### src/rtl/mem_io_responder_pkg.sv
// Shared definitions for the memory/I-O responder: FSM encoding, default widths
// and the memory-mapped I/O word address the datapath also decodes.
package mem_io_responder_pkg;

    localparam int unsigned DEFAULT_DATA_W = 16;
    localparam int unsigned DEFAULT_ADDR_W = 16;
    localparam logic [15:0] IO_ADDR_DEFAULT = 16'hFFFF;
    localparam int unsigned CNT_W = 4;

    typedef enum logic [1:0] {
        IDLE = 2'd0,
        WAIT = 2'd1,
        RESP = 2'd2
    } state_t;

endpackage

### src/rtl/mem_io_responder_if.sv
// Request/response bus between the datapath memory port (master) and the
// responder (slave).
interface mem_io_responder_if
    import mem_io_responder_pkg::*;
#(
    parameter int unsigned DATA_W = DEFAULT_DATA_W,
    parameter int unsigned ADDR_W = DEFAULT_ADDR_W
);

    logic              req_valid;
    logic              req_ready;
    logic              req_write;
    logic [ADDR_W-1:0] req_addr;
    logic [DATA_W-1:0] req_wdata;
    logic              resp_valid;
    logic [DATA_W-1:0] resp_rdata;
    logic              resp_err;

    modport master (
        output req_valid, req_write, req_addr, req_wdata,
        input  req_ready, resp_valid, resp_rdata, resp_err
    );

    modport slave (
        input  req_valid, req_write, req_addr, req_wdata,
        output req_ready, resp_valid, resp_rdata, resp_err
    );

endinterface

### src/rtl/mem_io_responder_io_port_component.sv
// Memory-mapped I/O word: registers the board input every cycle and holds the
// board output, pulsing a strobe the cycle after each update.
module io_port_component #(
    parameter int unsigned DATA_W = 16
) (
    input  logic              clock,
    input  logic              rst,
    input  logic [DATA_W-1:0] read_in,
    input  logic              wr_en_i,
    input  logic [DATA_W-1:0] wr_data_i,
    output logic [DATA_W-1:0] io_in_o,
    output logic [DATA_W-1:0] write_out,
    output logic              write_out_strobe
);

    logic [DATA_W-1:0] ioIn_q;
    logic [DATA_W-1:0] writeOut_q;
    logic              strobe_q;

    always_ff @(posedge clock or negedge rst) begin
        if (!rst) begin
            ioIn_q     <= '0;
            writeOut_q <= '0;
            strobe_q   <= 1'b0;
        end else begin
            ioIn_q   <= read_in;
            strobe_q <= wr_en_i;
            if (wr_en_i) begin
                writeOut_q <= wr_data_i;
            end
        end
    end

    assign io_in_o          = ioIn_q;
    assign write_out        = writeOut_q;
    assign write_out_strobe = strobe_q;

endmodule

### src/rtl/mem_io_responder.sv
// Responder for the processor memory port: word RAM plus one I/O word, answering
// each request with a single-cycle strobe a fixed number of cycles after acceptance.
module mem_io_responder
    import mem_io_responder_pkg::*;
#(
    parameter int unsigned       DATA_W  = DEFAULT_DATA_W,
    parameter int unsigned       ADDR_W  = DEFAULT_ADDR_W,
    parameter int unsigned       DEPTH   = 256,
    parameter logic [ADDR_W-1:0] IO_ADDR = ADDR_W'(IO_ADDR_DEFAULT),
    parameter int unsigned       LATENCY = 2
) (
    input  logic              clock,
    input  logic              rst,
    mem_io_responder_if.slave bus,
    input  logic [DATA_W-1:0] read_in,
    output logic [DATA_W-1:0] write_out,
    output logic              write_out_strobe
);

    localparam int unsigned IDX_W = (DEPTH > 1) ? $clog2(DEPTH) : 1;

    state_t            state_q,     state_d;
    logic [CNT_W-1:0]  cnt_q,       cnt_d;
    logic              reqWrite_q,  reqWrite_d;
    logic [ADDR_W-1:0] reqAddr_q,   reqAddr_d;
    logic [DATA_W-1:0] reqWdata_q,  reqWdata_d;

    logic [DATA_W-1:0] ram_q [DEPTH];
    logic [DATA_W-1:0] ioIn;
    logic [IDX_W-1:0]  ramIdx;
    logic              isRam;
    logic              isIo;
    logic              ramWrEn;
    logic              ioWrEn;

    assign ramIdx  = reqAddr_q[IDX_W-1:0];
    assign isRam   = 32'(reqAddr_q) < DEPTH;
    assign isIo    = reqAddr_q == IO_ADDR;
    assign ramWrEn = (state_q == RESP) && reqWrite_q && isRam;
    assign ioWrEn  = (state_q == RESP) && reqWrite_q && isIo;

    always_ff @(posedge clock or negedge rst) begin
        if (!rst) begin
            state_q    <= IDLE;
            cnt_q      <= '0;
            reqWrite_q <= 1'b0;
            reqAddr_q  <= '0;
            reqWdata_q <= '0;
        end else begin
            state_q    <= state_d;
            cnt_q      <= cnt_d;
            reqWrite_q <= reqWrite_d;
            reqAddr_q  <= reqAddr_d;
            reqWdata_q <= reqWdata_d;
        end
    end

    // Ready is gated by reset so it only rises once reset has been released.
    always_comb begin
        state_d        = state_q;
        cnt_d          = cnt_q;
        reqWrite_d     = reqWrite_q;
        reqAddr_d      = reqAddr_q;
        reqWdata_d     = reqWdata_q;
        bus.req_ready  = 1'b0;
        bus.resp_valid = 1'b0;
        bus.resp_rdata = '0;
        bus.resp_err   = 1'b0;
        case (state_q)
            IDLE: begin
                bus.req_ready = rst;
                if (bus.req_valid) begin
                    reqWrite_d = bus.req_write;
                    reqAddr_d  = bus.req_addr;
                    reqWdata_d = bus.req_wdata;
                    cnt_d      = CNT_W'(LATENCY - 1);
                    state_d    = (LATENCY == 1) ? RESP : WAIT;
                end
            end
            WAIT: begin
                if (cnt_q <= CNT_W'(1)) begin
                    state_d = RESP;
                end else begin
                    cnt_d = cnt_q - CNT_W'(1);
                end
            end
            RESP: begin
                bus.resp_valid = 1'b1;
                if (!isRam && !isIo) begin
                    bus.resp_err = 1'b1;
                end else if (!reqWrite_q) begin
                    bus.resp_rdata = isIo ? ioIn : ram_q[ramIdx];
                end
                state_d = IDLE;
            end
            default: begin
                state_d = IDLE;
            end
        endcase
    end

    // RAM has no reset; contents survive a reset pulse.
    always_ff @(posedge clock) begin
        if (ramWrEn) begin
            ram_q[ramIdx] <= reqWdata_q;
        end
    end

    io_port_component #(
        .DATA_W(DATA_W)
    ) ioPort (
        .clock            (clock),
        .rst              (rst),
        .read_in          (read_in),
        .wr_en_i          (ioWrEn),
        .wr_data_i        (reqWdata_q),
        .io_in_o          (ioIn),
        .write_out        (write_out),
        .write_out_strobe (write_out_strobe)
    );

endmodule

### src/flat_wrapper.sv
// flat-port wrapper written by rule: the top's interface ports become plain ports
module mem_io_responder_flat import mem_io_responder_pkg::*;
#(
    parameter int unsigned       DATA_W  = DEFAULT_DATA_W,
    parameter int unsigned       ADDR_W  = DEFAULT_ADDR_W,
    parameter int unsigned       DEPTH   = 256,
    parameter logic [ADDR_W-1:0] IO_ADDR = ADDR_W'(IO_ADDR_DEFAULT),
    parameter int unsigned       LATENCY = 2
)
  (clock, rst, read_in, write_out, write_out_strobe, bus_req_valid, bus_req_write, bus_req_addr, bus_req_wdata, bus_req_ready, bus_resp_valid, bus_resp_rdata, bus_resp_err);
  mem_io_responder_if #(.DATA_W(DATA_W), .ADDR_W(ADDR_W)) bus_i ();
  input  logic clock;
  input  logic rst;
  input  logic [DATA_W-1:0] read_in;
  output logic [DATA_W-1:0] write_out;
  output logic write_out_strobe;
  input wire logic [$bits(bus_i.req_valid)-1:0] bus_req_valid;
  input wire logic [$bits(bus_i.req_write)-1:0] bus_req_write;
  input wire logic [$bits(bus_i.req_addr)-1:0] bus_req_addr;
  input wire logic [$bits(bus_i.req_wdata)-1:0] bus_req_wdata;
  output wire logic [$bits(bus_i.req_ready)-1:0] bus_req_ready;
  output wire logic [$bits(bus_i.resp_valid)-1:0] bus_resp_valid;
  output wire logic [$bits(bus_i.resp_rdata)-1:0] bus_resp_rdata;
  output wire logic [$bits(bus_i.resp_err)-1:0] bus_resp_err;
  assign bus_i.req_valid = bus_req_valid;
  assign bus_i.req_write = bus_req_write;
  assign bus_i.req_addr = bus_req_addr;
  assign bus_i.req_wdata = bus_req_wdata;
  assign bus_req_ready = bus_i.req_ready;
  assign bus_resp_valid = bus_i.resp_valid;
  assign bus_resp_rdata = bus_i.resp_rdata;
  assign bus_resp_err = bus_i.resp_err;
  mem_io_responder #(.DATA_W(DATA_W), .ADDR_W(ADDR_W), .DEPTH(DEPTH), .IO_ADDR(IO_ADDR), .LATENCY(LATENCY)) u_core (.clock(clock), .rst(rst), .bus(bus_i), .read_in(read_in), .write_out(write_out), .write_out_strobe(write_out_strobe));
endmodule
### config.mk
export PLATFORM = sky130hd
export DESIGN_NAME = mem_io_responder_flat
export DESIGN_NICKNAME = d
export VERILOG_FILES = /design/src/rtl/mem_io_responder_pkg.sv /design/src/rtl/mem_io_responder_if.sv /design/src/rtl/mem_io_responder_io_port_component.sv /design/src/rtl/mem_io_responder.sv /design/src/flat_wrapper.sv
export SDC_FILE = /design/constraint.sdc
export NUM_CORES = 2
export LEC_CHECK = 0
export CORE_MARGIN = 2
export CORE_UTILIZATION = 47
export CTS_CLUSTER_DIAMETER = 50
export CTS_CLUSTER_SIZE = 12
export DETAILED_ROUTE_END_ITERATION = 6
export HOLD_SLACK_MARGIN = 0.12
export PLACE_DENSITY = 0.59
export SYNTH_ARGS = -nofsm -noshare
export SYNTH_HDL_FRONTEND = slang
export SYNTH_SLANG_ARGS = --single-unit
### constraint.sdc
create_clock -name clock -period 7.1 [get_ports clock]
set_input_delay 1.775 -clock clock [delete_from_list [all_inputs] [get_ports clock]]
set_output_delay 1.775 -clock clock [all_outputs]
set_load 0.005 [all_outputs]
## Word level (Yosys, flattened, before mapping)

Memory sizes are Yosys's and may differ from the RTL's.
Index checks and enable logic that the tools add are counted.

- Add/sub/neg operators: 1
- $lt $le $gt $ge: 2
- Equality and inequality tests: 6
- Reduce and logical (&&, ||, !) cells: 11
- Mux-type cells: 16

Operators by type and width:

| cell | count |
|---|---|
| 16-bit 2-to-1 mux | 4 |
| 16-bit equality test, second input constant | 1 |
| 16-bit by 9-bit less-than comparator with 1-bit output, second input constant | 1 |
| 4-bit 2-to-1 mux | 2 |
| 4-bit case mux with 2 select lines | 1 |
| 1-bit 2-to-1 mux | 6 |
| 4-bit by 1-bit less-or-equal comparator with 1-bit output, second input constant | 1 |
| 1-bit logical AND | 4 |
| 2-bit 2-to-1 mux | 2 |
| 2-bit != test, second input constant | 2 |
| 2-bit case mux with 2 select lines | 1 |
| 2-bit AND reduction | 2 |
| 4-bit by 1-bit subtractor with 4-bit output, second input constant | 1 |
| 3-bit AND reduction | 1 |
| 2-bit by 1-bit equality test with 1-bit output, second input constant | 1 |
| 2-bit equality test, second input constant | 1 |
| 1-bit zero test | 2 |
| 2-bit zero test | 1 |
| 2-bit by 1-bit != test with 1-bit output, second input constant | 1 |
| 2-bit nonzero test | 1 |

- Memory bits (writable): 4096
- Memories kept: 1
- Output and inout port bits: 36
- Word-level logic and storage cells: 45
- Flip-flop bits (word level): 72
- Input port bits: 52

Memories:

| memory | words | bits a word | rd ports | clocked after memory_dff | write ports | line | source |
|---|---|---|---|---|---|---|---|
| u_core.ram_q | 256 | 16 | 1 | 0 | 1 | mem_io_responder.sv:28 | `logic [DATA_W-1:0] ram_q [DEPTH];` |

## Depth between registers and ports, before layout

- Word-level depth: 5
- Depth in mapped cells: 14
- Depth with buffers taken out: 7

## Cells and area by module

From an unflattened synthesis, not the netlist that was laid out.

- Cells, all modules: 7102
- Area, all modules: 159636.9 sq um

Modules (own cells, without submodules):

| module | sequential area each (sq um) | cells an instance | area each (sq um) | instances |
|---|---|---|---|---|
| mem_io_responder | 123973.9 | 7051 | 158562.1 | 1 |
| io_port_component | 825.8 | 51 | 1074.8 | 1 |

## Worst setup path before layout

Ideal clock, no wire load.

- Path type: register to output
- From: register u_core.reqAddr_q[0]
- To: output port bus_resp_rdata[9]
- Cell stages (with the launch flop): 11
- Required time: 5.325 ns
- Arrival: 2.482 ns
- Buffers on the path: 5
- Slack: 2.843 ns
- Path through: dfrtp_1 > buf_6 > buf_6 > buf_6 > buf_4 > buf_2 > mux4_2 > a221oi_1 > o22ai_1 > a41oi_1 > a31oi_1

- Cells in the longest elaborated chain, start to end: 5
- Elaborated cells between the ends (all ways): 10
- Classes of those cells: 1 x order compare; 1 x eq/ne; 4 x mux; 3 x reduce/logical; 1 x memory

RTL lines:

| item | line | source |
|---|---|---|
| from (decl) | mem_io_responder.sv:25 | `logic [ADDR_W-1:0] reqAddr_q, reqAddr_d;` |
| from (signal assigned) | mem_io_responder.sv:53 | `reqAddr_q <= reqAddr_d;` |
| memory read 256 x 16 bit (tied with other cells) | -- |  |
| 16-bit 2-to-1 mux / 1-bit zero test (equally long branches) | mem_io_responder.sv:92, mem_io_responder.sv:89 |  |
| 16-bit 2-to-1 mux / 1-bit logical AND (equally long branches) | mem_io_responder.sv:91, mem_io_responder.sv:89 |  |
| 16-bit 2-to-1 mux * | mem_io_responder.sv:89 | `if (!isRam && !isIo) begin` |
| 16-bit 2-to-1 mux * | mem_io_responder.sv:69 | `case (state_q)` |
| to (decl) | flat_wrapper.sv:23 | `output wire logic [$bits(bus_i.resp_rdata)-1:0] bus_resp_rdata;` |

Mark *: on every way between the ends. The rest lies on a longest branch, timed or not.

## Worst setup path in the final report

- From: register u_core.reqAddr_q[2]
- To: output port bus_resp_rdata[15]

Same word-level chain as after synthesis.

==> run summary <==
status = finished, violations left
failing checks = design-rule violations, negative setup slack
CTS H-tree lvls = 5
die area = 0.346 sq mm
initial antenna violation count = 22
fin worst setup slack = -122 ps
placed instance count = 12100
CP Max Fanout = 43
final slew viol count = 0
number of global-route vias before repair = 80900
P_sw = 26700 uW
Post-synth EDFFs = 4096
Final Hold Fails = 0
CTS Root Cell = clkbuf_16
sw frac = 33.9%
WP data arrival = 5450 ps
Hold Crit Class = reg2reg
crit end category = output port
synthesized net count = 7465
total power = 78800 uW
Pre-antenna DRT Iters = 7
P_leak = 0.0580 uW
DRC violations left = 1
share of cells above drive strength 1 = 27.9%
critical path launch point type = register
slew at the pin closest to its max-slew limit = 1310 ps
pin count of the biggest net entering global routing = 165
Clk pin slew, worst setup/hold paths = 60 ps
Max Clk Rate = 138 MHz
YS warnings = 0
Bufs on Longest Clock Path = 4
crit path time final = 7220 ps
Max IR drop VDD = 316 uV
Syn Inst Count = 7411
routed vias = 81900
Hold WS = 505 ps
Setup CP Type = reg2out
clk_skew = 43.1 ps
Initial DRC Count = 11800
core area = 0.340 sq mm
Synth Flop Type = edfxtp_1
Max-Cap Viols = 0
Distinct cells, synth = 69
Skew-Pair Late Insertion Delay = 990 ps
# IOs = 88
first-pass GRT wire length = 645000 microns
pwr dens = 429 mW/mm^2
GPL Wtd Cong = 0.897
Synth Cell Area = 0.160 sq mm
period utilization = 102%
clock sinks = 4168
Initial Util = 47.2%
CTS tree = done
gr usage total = 26.7%
# rows = 214
fraction of registers with async set/reset = 1.73%
post-DP HPWL = 288000 microns
Required @ worst endpoint = 5330 ps
final wirelength = 466000 microns
die height = 588 microns
CTS buffer count = 446
chip width = 588 microns
routed vias/inst = 6.34
relative slew slack = 12.6%
layout net count = 8123
# setup viols final = 3
total gr overflow = 0
post-placement setup slack = -38.1 ps
area grow syn2layout = 14.7%
cts hold-fix bufs = 0
syn_area_per_cell = 21.6 sq um
register area share after synthesis = 77.9%
Port Buffer Count = 87
flops & latches, synth = 4168
Final ANT Viol Nets = 0
post-route insts no fill = 12900
part of the power in the clock network = 28.5%
Seq pwr share = 40.3%
P_int = 52100 uW
Logic pwr share = 31.2%
WL per Instance = 36.1 microns
-- sequential cells by signal, indices dropped and copies added, names as in the netlist, 2 cells and up --
signal	flops
u_core.cnt_q	4
u_core.ram_q	4096
u_core.ioPort.io_in_o	16
u_core.reqWdata_q	16
u_core.state_q	2
u_core.reqAddr_q	16
u_core.ioPort.write_out	16
-- worst max-delay path, stage by stage, from the launching register on --
cell,delay (ps)
dfrtp_4,660
buf_12,370
nand2_1,410
buf_4,400
nor3_1,600
a221oi_1,220
a31oi_2,370
a21oi_1,130
buf_4,170
a31oi_1,450
clkdlybuf4s50_1,610
-- synthesized netlist by cell type, types with 9 or more instances --
cell type | number | area [sq um]
o22ai_1 | 173 | 1080
dfrtp_1 | 72 | 1800
a211oi_1 | 32 | 240
buf_4 | 51 | 383
nand2_1 | 244 | 916
nor4_1 | 21 | 131
nor2b_1 | 18 | 113
and2_1 | 12 | 75.1
a221oi_1 | 40 | 350
buf_6 | 72 | 811
nand4_1 | 18 | 113
nor3_1 | 36 | 180
a22oi_1 | 104 | 781
o211ai_1 | 11 | 82.6
mux4_2 | 900 | 20300
o32ai_1 | 9 | 78.8
buf_2 | 118 | 591
mux2i_1 | 277 | 2770
o21ai_0 | 59 | 295
a21oi_1 | 104 | 521
clkbuf_1 | 154 | 578
nor2_1 | 321 | 1200
mux2_2 | 111 | 1250
a32o_1 | 11 | 110
nand3_1 | 50 | 250
a32oi_1 | 24 | 210
and3_1 | 16 | 100
or4_1 | 15 | 113
a31oi_1 | 49 | 307
buf_8 | 9 | 135
a22o_1 | 28 | 245
o2111ai_1 | 10 | 87.6
buf_1 | 29 | 109
nand2b_1 | 14 | 87.6
edfxtp_1 | 4096 | 123000
-- power by group through the flow --
stage,Clock (uW),Sequential [uW],Combinational (uW)
4_1_cts,22700,31700,24500
3_5_place_dp,0,32400,24000
6_report,22500,31700,24600
5_1_grt,23700,31800,25500
3_3_place_gp,0,32300,23600
2_1_floorplan,0,34000,12100
-- cell families after synthesis --
| kind of cell | share of synthesized area, % |
|---|---|
| flip-flops | 77.9 |
| multiplexers | 15.2 |
| AND/OR/NAND/NOR | 2.17 |
| AO/OA/AOI/OAI | 3.09 |
| buffers and inverters | 1.68 |
| adder cells (fa/ha/maj) | 0.0156 |
| XOR/XNOR | 0.00547 |
-- area by class of cell --
cell class	instances	area, sq um
Tap cell	4536	5680
Multi-Input combinational cell	2800	33300
Clock inverter	188	2070
Sequential cell	4168	125000
Clock buffer	546	11800
Antenna cell	15	37.5
Timing Repair Buffer	646	5860
Fill cell	25900	156000
Inverter	7	33.8
-- stage by stage --
step / util [%] / instance area [sq um] / TNS (ps)
3_5_place_dp: 49.8 / 169000 / -38.1
4_1_cts: 54.1 / 184000 / -36.4
3_3_place_gp: 49.8 / 169000 / -129
5_1_grt: 54.1 / 184000 / -0.393
6_report: 54.1 / 184000 / -162
2_1_floorplan: - / 160000 / 0
-- path summary, 6_finish.rpt --
check | slack, ps | cells after the start | end | start
worst max-delay path | -120 | 10 | bus_resp_rdata[15] | u_core.reqAddr_q[2]
worst max register to register | 1760 | 7 | u_core.ram_q[24][8] | u_core.reqAddr_q[12]
worst min register to register | 510 | 1 | u_core.ioPort.write_out[10] | u_core.ioPort.write_out[10]
max in group asynchronous | 4970 | 2 | u_core.reqAddr_q[0] | rst
worst min-delay path | 510 | 1 | u_core.ioPort.write_out[10] | u_core.ioPort.write_out[10]
min in group asynchronous | 800 | 1 | u_core.ioPort.write_out[1] | rst
-- metal layers --
layer | up-vias | track usage [%] | routed length [microns]
met1 | 44100 | 38.2 | 186000
met3 | 762 | 5.27 | 44600
met5 | - | 0 | 319
li1 | 32500 | - | -
met4 | 10 | 10.6 | 20800
met2 | 4511 | 40.8 | 215000
-- placed cells by master, fill, tap and decap left out, types with 59 or more instances in the layout --
master / netlist / layout
mux2i_1: 277 / 276
clkdlybuf4s50_1: 0 / 86
mux2_2: 111 / 111
o21ai_0: 59 / 59
nor2_1: 321 / 277
clkbuf_16: 0 / 456
buf_4: 51 / 493
a22oi_1: 104 / 104
edfxtp_1: 4096 / 4096
a21oi_1: 104 / 97
o22ai_1: 173 / 169
nand2_1: 244 / 232
mux4_2: 900 / 900
clkbuf_1: 154 / 81
-- timing repair --
action                     4_1_cts  5_1_grt
setup endpoints to repair       16       11
gates resized for setup         58       14
setup buffers                   13        0
pin swaps                        2        0
gates cloned                     0        0
Power figures use the tool's default switching activity.
